## src/rtl/eth_rx_pkg.sv

```systemverilog
// Shared receive-path definitions: FSM encoding, SFD, CRC constants, status bits.
// Latency: n/a (package only).
// Backpressure: n/a (package only).
package eth_rx_pkg;

   typedef enum logic [2:0] {
      ST_IDLE     = 3'd0,
      ST_PREAMBLE = 3'd1,
      ST_BODY     = 3'd2,
      ST_DROP     = 3'd3,
      ST_END      = 3'd4
   } rx_state_t;

   localparam logic [7:0]  SFD           = 8'hD5;
   localparam logic [31:0] CRC_PRESET    = 32'hFFFF_FFFF;
   localparam logic [31:0] CRC_POLY_REFL = 32'hEDB8_8320;   // 04C11DB7 bit-reversed
   localparam logic [31:0] CRC_RESIDUE   = 32'hDEBB_20E3;   // register value after data+FCS

   // Status byte layout, written as the last FIFO entry of a frame.
   localparam int ST_FCS_OK_BIT  = 7;
   localparam int ST_LEN_OK_BIT  = 6;
   localparam int ST_DRIBBLE_BIT = 5;
   localparam int ST_ABORTED_BIT = 4;

   function automatic logic [7:0] status_byte(input logic fcs_ok, input logic len_ok,
                                              input logic dribble, input logic aborted);
      logic [7:0] s;
      s                 = 8'h00;
      s[ST_FCS_OK_BIT]  = fcs_ok;
      s[ST_LEN_OK_BIT]  = len_ok;
      s[ST_DRIBBLE_BIT] = dribble;
      s[ST_ABORTED_BIT] = aborted;
      return s;
   endfunction

endpackage

```

## src/rtl/eth_bin2gray.sv

```systemverilog
// Binary to gray-code converter for counters read from another clock domain.
// Latency: 0 cycles (pure combinational).
// Backpressure: none.
// Ports: bin (binary value), gray (gray-coded value).
module eth_bin2gray #(
   parameter int W = 16
) (
   input  logic [W-1:0] bin,
   output logic [W-1:0] gray
);

   assign gray = bin ^ (bin >> 1);

endmodule

```

## src/rtl/eth_crc32_step.sv

```systemverilog
// Combinational reflected CRC-32 update over W input bits, bit 0 first.
// Latency: 0 cycles (pure combinational).
// Backpressure: none.
// Ports: crc_in (current register), data (W new bits), crc_out (updated register).
module eth_crc32_step
   import eth_rx_pkg::*;
#(
   parameter int W = 2
) (
   input  logic [31:0]  crc_in,
   input  logic [W-1:0] data,
   output logic [31:0]  crc_out
);

   logic [31:0] c;

   always_comb begin
      c = crc_in;
      for (int i = 0; i < W; i++) begin
         if (c[0] ^ data[i]) c = (c >> 1) ^ CRC_POLY_REFL;
         else                c = c >> 1;
      end
      crc_out = c;
   end

endmodule

```

## src/rtl/rmii_rx_framer.sv

```systemverilog
// RMII/MII receive framer: strips preamble/SFD, writes frame bytes plus a trailing status byte.
// Latency: a byte is written 1 cycle after its last bit is sampled; status 1 cycle after END.
// Backpressure: fifo_afull on a byte boundary aborts the frame (rest dropped, overflow counted).
// Ports: REF_CLK/arst_n; CRS/RXD wire input; fifo_afull in, fifo_din/fifo_wren/fifo_EOD_in out;
//        three gray-coded monitor counters (good frames, overflows, FCS errors).
module rmii_rx_framer
   import eth_rx_pkg::*;
#(
   parameter int DIN_W   = 2,
   parameter int MIN_LEN = 64,
   parameter int MAX_LEN = 1518,
   parameter int CNT_W   = 16
) (
   input  logic             REF_CLK,
   input  logic             arst_n,
   input  logic             CRS,
   input  logic [DIN_W-1:0] RXD,
   input  logic             fifo_afull,
   output logic [7:0]       fifo_din,
   output logic             fifo_wren,
   output logic             fifo_EOD_in,
   output logic [CNT_W-1:0] succ_rx_count_gray,
   output logic [CNT_W-1:0] buff_OF_count_gray,
   output logic [CNT_W-1:0] fcs_err_count_gray
);

   localparam int         NSTEP   = 8 / DIN_W;
   localparam logic [1:0] PH_LAST = 2'(NSTEP - 1);
   localparam logic [10:0] LEN_MIN = 11'(MIN_LEN);
   localparam logic [10:0] LEN_MAX = 11'(MAX_LEN);

   rx_state_t        state;
   logic [7:0]       sr;
   logic [7:0]       sr_nxt;
   logic [1:0]       phase;
   logic [31:0]      crc;
   logic [31:0]      crc_byte;
   logic [10:0]      byte_cnt;
   logic             dribble;
   logic             aborted;
   logic             no_status;
   logic             armed;
   logic [CNT_W-1:0] succ_cnt;
   logic [CNT_W-1:0] of_cnt;
   logic [CNT_W-1:0] fcs_cnt;
   logic             fcs_ok;
   logic             len_ok;
   logic             byte_done;

   // Newest bits enter at the top, so after 8/DIN_W cycles bit 0 is the earliest wire bit.
   assign sr_nxt    = {RXD, sr[7:DIN_W]};
   assign byte_done = (phase == PH_LAST);
   assign fcs_ok    = (crc == CRC_RESIDUE);
   assign len_ok    = (byte_cnt >= LEN_MIN) && (byte_cnt <= LEN_MAX);

   // CRC advances only on whole bytes so trailing dribble bits never reach it.
   logic [31:0] crc_chain [NSTEP+1];
   assign crc_chain[0] = crc;
   assign crc_byte     = crc_chain[NSTEP];

   for (genvar k = 0; k < NSTEP; k++) begin : g_crc
      eth_crc32_step #(.W(DIN_W)) u_step (
         .crc_in  (crc_chain[k]),
         .data    (sr_nxt[k*DIN_W +: DIN_W]),
         .crc_out (crc_chain[k+1])
      );
   end

   always_ff @(posedge REF_CLK or negedge arst_n) begin
      if (!arst_n) begin
         state       <= ST_IDLE;
         sr          <= 8'h00;
         phase       <= 2'd0;
         crc         <= 32'h0;
         byte_cnt    <= 11'd0;
         dribble     <= 1'b0;
         aborted     <= 1'b0;
         no_status   <= 1'b0;
         armed       <= 1'b0;
         succ_cnt    <= '0;
         of_cnt      <= '0;
         fcs_cnt     <= '0;
         fifo_din    <= 8'h00;
         fifo_wren   <= 1'b0;
         fifo_EOD_in <= 1'b0;
      end else begin
         sr          <= sr_nxt;
         fifo_wren   <= 1'b0;
         fifo_EOD_in <= 1'b0;
         // A frame already running when reset released is ignored until carrier drops once.
         if (!CRS) armed <= 1'b1;

         case (state)
            ST_IDLE: begin
               if (CRS && armed) begin
                  dribble <= 1'b0;
                  aborted <= 1'b0;
                  if (fifo_afull) begin
                     state     <= ST_DROP;
                     no_status <= 1'b1;
                     of_cnt    <= of_cnt + 1'b1;
                  end else begin
                     state     <= ST_PREAMBLE;
                     no_status <= 1'b0;
                  end
               end
            end

            ST_PREAMBLE: begin
               if (!CRS) begin
                  state <= ST_IDLE;
               end else if (sr_nxt == SFD) begin
                  state    <= ST_BODY;
                  phase    <= 2'd0;
                  crc      <= CRC_PRESET;
                  byte_cnt <= 11'd0;
               end
            end

            ST_BODY: begin
               if (!CRS) begin
                  dribble <= (phase != 2'd0);
                  state   <= ST_END;
               end else if (byte_done) begin
                  phase <= 2'd0;
                  if (fifo_afull) begin
                     aborted <= 1'b1;
                     of_cnt  <= of_cnt + 1'b1;
                     state   <= ST_DROP;
                  end else begin
                     fifo_wren <= 1'b1;
                     fifo_din  <= sr_nxt;
                     crc       <= crc_byte;
                     if (byte_cnt != 11'h7FF) byte_cnt <= byte_cnt + 11'd1;
                  end
               end else begin
                  phase <= phase + 2'd1;
               end
            end

            ST_DROP: begin
               if (!CRS) state <= no_status ? ST_IDLE : ST_END;
            end

            ST_END: begin
               fifo_wren   <= 1'b1;
               fifo_EOD_in <= 1'b1;
               fifo_din    <= status_byte(fcs_ok, len_ok, dribble, aborted);
               if (fcs_ok && len_ok && !dribble && !aborted) succ_cnt <= succ_cnt + 1'b1;
               if (!fcs_ok && !aborted)                      fcs_cnt  <= fcs_cnt + 1'b1;
               state <= ST_IDLE;
            end

            default: begin
               state     <= ST_DROP;
               no_status <= 1'b0;
            end
         endcase
      end
   end

   eth_bin2gray #(.W(CNT_W)) u_gray_succ (.bin(succ_cnt), .gray(succ_rx_count_gray));
   eth_bin2gray #(.W(CNT_W)) u_gray_of   (.bin(of_cnt),   .gray(buff_OF_count_gray));
   eth_bin2gray #(.W(CNT_W)) u_gray_fcs  (.bin(fcs_cnt),  .gray(fcs_err_count_gray));

endmodule

```

## config.mk

```make
export PLATFORM = sky130hd
export DESIGN_NAME = rmii_rx_framer
export DESIGN_NICKNAME = d
export VERILOG_FILES = /design/src/rtl/eth_rx_pkg.sv /design/src/rtl/eth_bin2gray.sv /design/src/rtl/eth_crc32_step.sv /design/src/rtl/rmii_rx_framer.sv
export SDC_FILE = /design/constraint.sdc
export NUM_CORES = 1
export LEC_CHECK = 0
export BUFFER_PORTS_ARGS = -buffer_cell sky130_fd_sc_hd__clkbuf_2
export CAP_MARGIN = 15
export CORE_MARGIN = 1
export CORE_UTILIZATION = 30
export DETAILED_ROUTE_END_ITERATION = 16
export GPL_TIMING_DRIVEN = 0
export PLACE_DENSITY_LB_ADDON = 0.25
export SLEW_MARGIN = 10
export SYNTH_ARGS = -nofsm -noshare
export SYNTH_HDL_FRONTEND = slang
export SYNTH_SLANG_ARGS = --single-unit
```

## constraint.sdc

```tcl
create_clock -name REF_CLK -period 2.1 [get_ports REF_CLK]
set_input_delay 0.105 -clock REF_CLK [delete_from_list [all_inputs] [get_ports REF_CLK]]
set_output_delay 0.105 -clock REF_CLK [all_outputs]
set_load 0.02 [all_outputs]
```

==> run summary <==
Power Density: 1430 nW/µm²
VDD IR max: 0.789 mV
Setup Skew: 0.00704 ns
Core ar.: 20400 µm²
total gr overflow: 0
synth cell count leaders: dfrtp_1 (116), xnor2_1 (72), nor2_1 (56), xor2_1 (51), ha_1 (46)
Reg clk slew, reported paths: 0.06 ns
H-tree lvl count: 4
status: complete, but fails checks
min cycle time layout: 2.26 ns
register area share after synthesis: 46.0%
gpl congestion: 0.794
Slew @ Worst Pin: 0.601 ns
cts bufs inserted: 17
synth top area cells: dfrtp_1 (46%), xnor2_1 (10%), ha_1 (9.1%), xor2_1 (7.1%), nor2_1 (3.3%)
critical-path maximum fanout: 8
RSZ-0062 raised after global routing: yes
clock tree buffer depth: 2
Slew headroom: 59.7%
Syn Nets: 635
synthesis-to-layout area growth: 30.0%
post-route cell area: 8200 µm²
IO Count: 64
Synth Instances: 583
period utilization: 107%
Distinct cells, synth: 57
most frequent cell after synthesis: dfrtp_1
post-synthesis cell area: 6310 µm²
Yosys reg bits: 116
Top FF cell, synth: dfrtp_1
critical path startpoint category: register
top-area cell type share of the netlist area: 46.0%
First-pass DRT Iterations: 4
die width: 147 µm
synth warn: 0
Post-DP HPWL: 10700 µm
# setup viols final: 26
Residual DRC: 0
share of layout cells above drive strength 1: 27.8%
crit path DAT: 2.60 ns
DRT iter0 DRCs: 199
Clock Sinks: 116
n_diodes: 0
Placed Area: 7000 µm²
Max Cap Viol: 0
first-pass GRT wire length: 25200 µm
Async S/R FF share, synth: 100%
CTS tree: yes
Setup CP Type: reg2reg
row cnt: 52
Crit. End Element: register
number of global-route vias before repair: 4832
ANT nets after route: 0
syn_area_per_cell: 10.8 µm²
CTS root buffer: clkbuf_16
Slew Viols, Final: 0
Wirelength per Cell: 15.7 µm
EDFF count, synth: 0
final worst slack: -0.156 ns
P_leak: 4.04 nW
port buffer count: 63
FMAX: 443 MHz
vias per inst: 4.84
Hold Path Class: in2async
Hold Vio Cnt, Final: 0
largest net degree at the start of global routing: 101
Nets: 747
failing checks: negative setup slack
most area-hungry cell type in the Yosys netlist: dfrtp_1
initial antenna violation count: 0
die area: 21600 µm²
dpl ws: -0.419 ns
Die H: 147 µm
GRT Overall Usage: 14.8%
worst skew pair latency: 0.42 ns
Initial Util: 30.9%
wirelength, routed: 15400 µm
via count: 4733
Worst Path Required: 2.44 ns
==> final timing paths <==
check	slack (ns)	from	cells past startpoint	end
hold / removal	0.11	arst_n	2	byte_cnt[9]$_DFFE_PN0P_
min in group REF_CLK	0.12	fifo_afull	3	fifo_wren$_DFF_PN0_
hold reg to reg	0.50	fcs_cnt[13]$_DFFE_PN0P_	1	fcs_cnt[13]$_DFFE_PN0P_
max in group asynchronous	1.24	arst_n	3	crc[28]$_DFFE_PN0P_
setup reg to reg	-0.16	crc[14]$_DFFE_PN0P_	7	succ_cnt[7]$_DFFE_PN0P_
setup / recovery	-0.16	crc[14]$_DFFE_PN0P_	7	succ_cnt[7]$_DFFE_PN0P_
==> per-layer routing <==
layer | GRT usage, % | share of wire [%]
met2 | 25.4 | 51
met3 | 3.07 | 2.5
met1 | 18.5 | 45
met5 | 0 | 0
met4 | 4.95 | 1.6
==> state kept, by name, indices dropped and copies added, names as in the netlist <==
signal and cells:
crc 32, fcs_cnt 16, of_cnt 16, succ_cnt 16, byte_cnt 11, fifo_din 8, sr 6, state 3
phase 2, aborted 1, armed 1, dribble 1, fifo_EOD_in 1, fifo_wren 1, no_status 1
==> critical path, stage by stage, from the launching register on <==
cell and delay, ns:
dfrtp_1 0.41, or4b_4 0.54, nor4_4 0.27, buf_4 0.18, o2111ai_4 0.22, buf_6 0.23, nor3_4 0.16, xor2_1 0.17
==> cell usage in the layout (no fill, tap or decap), drive strengths merged, types with 8 or more instances in the layout <==
| cell type | n |
|---|---|
| nand3 | 15 |
| nand2 | 35 |
| dfrtp | 116 |
| buf | 40 |
| nor2 | 56 |
| ha | 46 |
| inv | 20 |
| xor2 | 51 |
| xnor2 | 73 |
| a21oi | 35 |
| mux2i | 10 |
| o21ai | 13 |
| nand4 | 8 |
| nor3 | 13 |
| clkbuf | 89 |
| nor4 | 9 |
==> through the flow <==
| step | TNS (ns) | hold slack (ns) | total power (W) | utilization, % | instances |
|---|---|---|---|---|---|
| finish | -2.13 | 0.107 | 0.0117 | 40.2 | 978 |
| global route | -4.61 | 0.136 | 0.0124 | 40.2 | 978 |
| CTS | -1.76 | 0.105 | 0.0116 | 38.8 | 966 |
| detailed placement | -18.79 | -0.0224 | 0.00826 | 34.3 | 917 |
| global placement | -120.30 | 0.301 | 0.00817 | 34.1 | 916 |
| floorplan | 0 | -0.191 | 0.00698 | - | 583 |
==> power breakdown <==
group	total [W]	switching, W	leakage, nW	internal, W
sequential	0.00336	0.000580	1.52	0.00278
combinational	0.00541	0.00300	2.23	0.00241
clock	0.00294	0.00116	0.290	0.00178
==> timing repair <==
action,in CTS,in global routing
cloned,1,1
pin swaps,13,26
resized for setup,37,36
endpoints found under the setup margin,84,69
setup buffers,15,11
hold endpoints to repair,118,0
hold buffers,3,0
==> final cells by class <==
cell class	count	area, µm²
Buffer	20	125
Clock buffer	17	425
Clock inverter	15	169
Fill cell	1994	12200
Inverter	12	45.0
Multi-Input combinational cell	433	3600
Sequential cell	116	2900
Tap cell	270	338
Timing Repair Buffer	95	601
==> cell families after synthesis <==
kind of cell	count (synthesis)	synth area share [%]
AND/OR/NAND/NOR	169	14.6
buffers and inverters	34	2.40
adder cells (fa/ha/maj)	46	9.12
multiplexers	13	2.12
flip-flops	116	46.0
XOR/XNOR	125	17.7
AO/OA/AOI/OAI	80	8.07
Power figures use the tool's default switching activity.
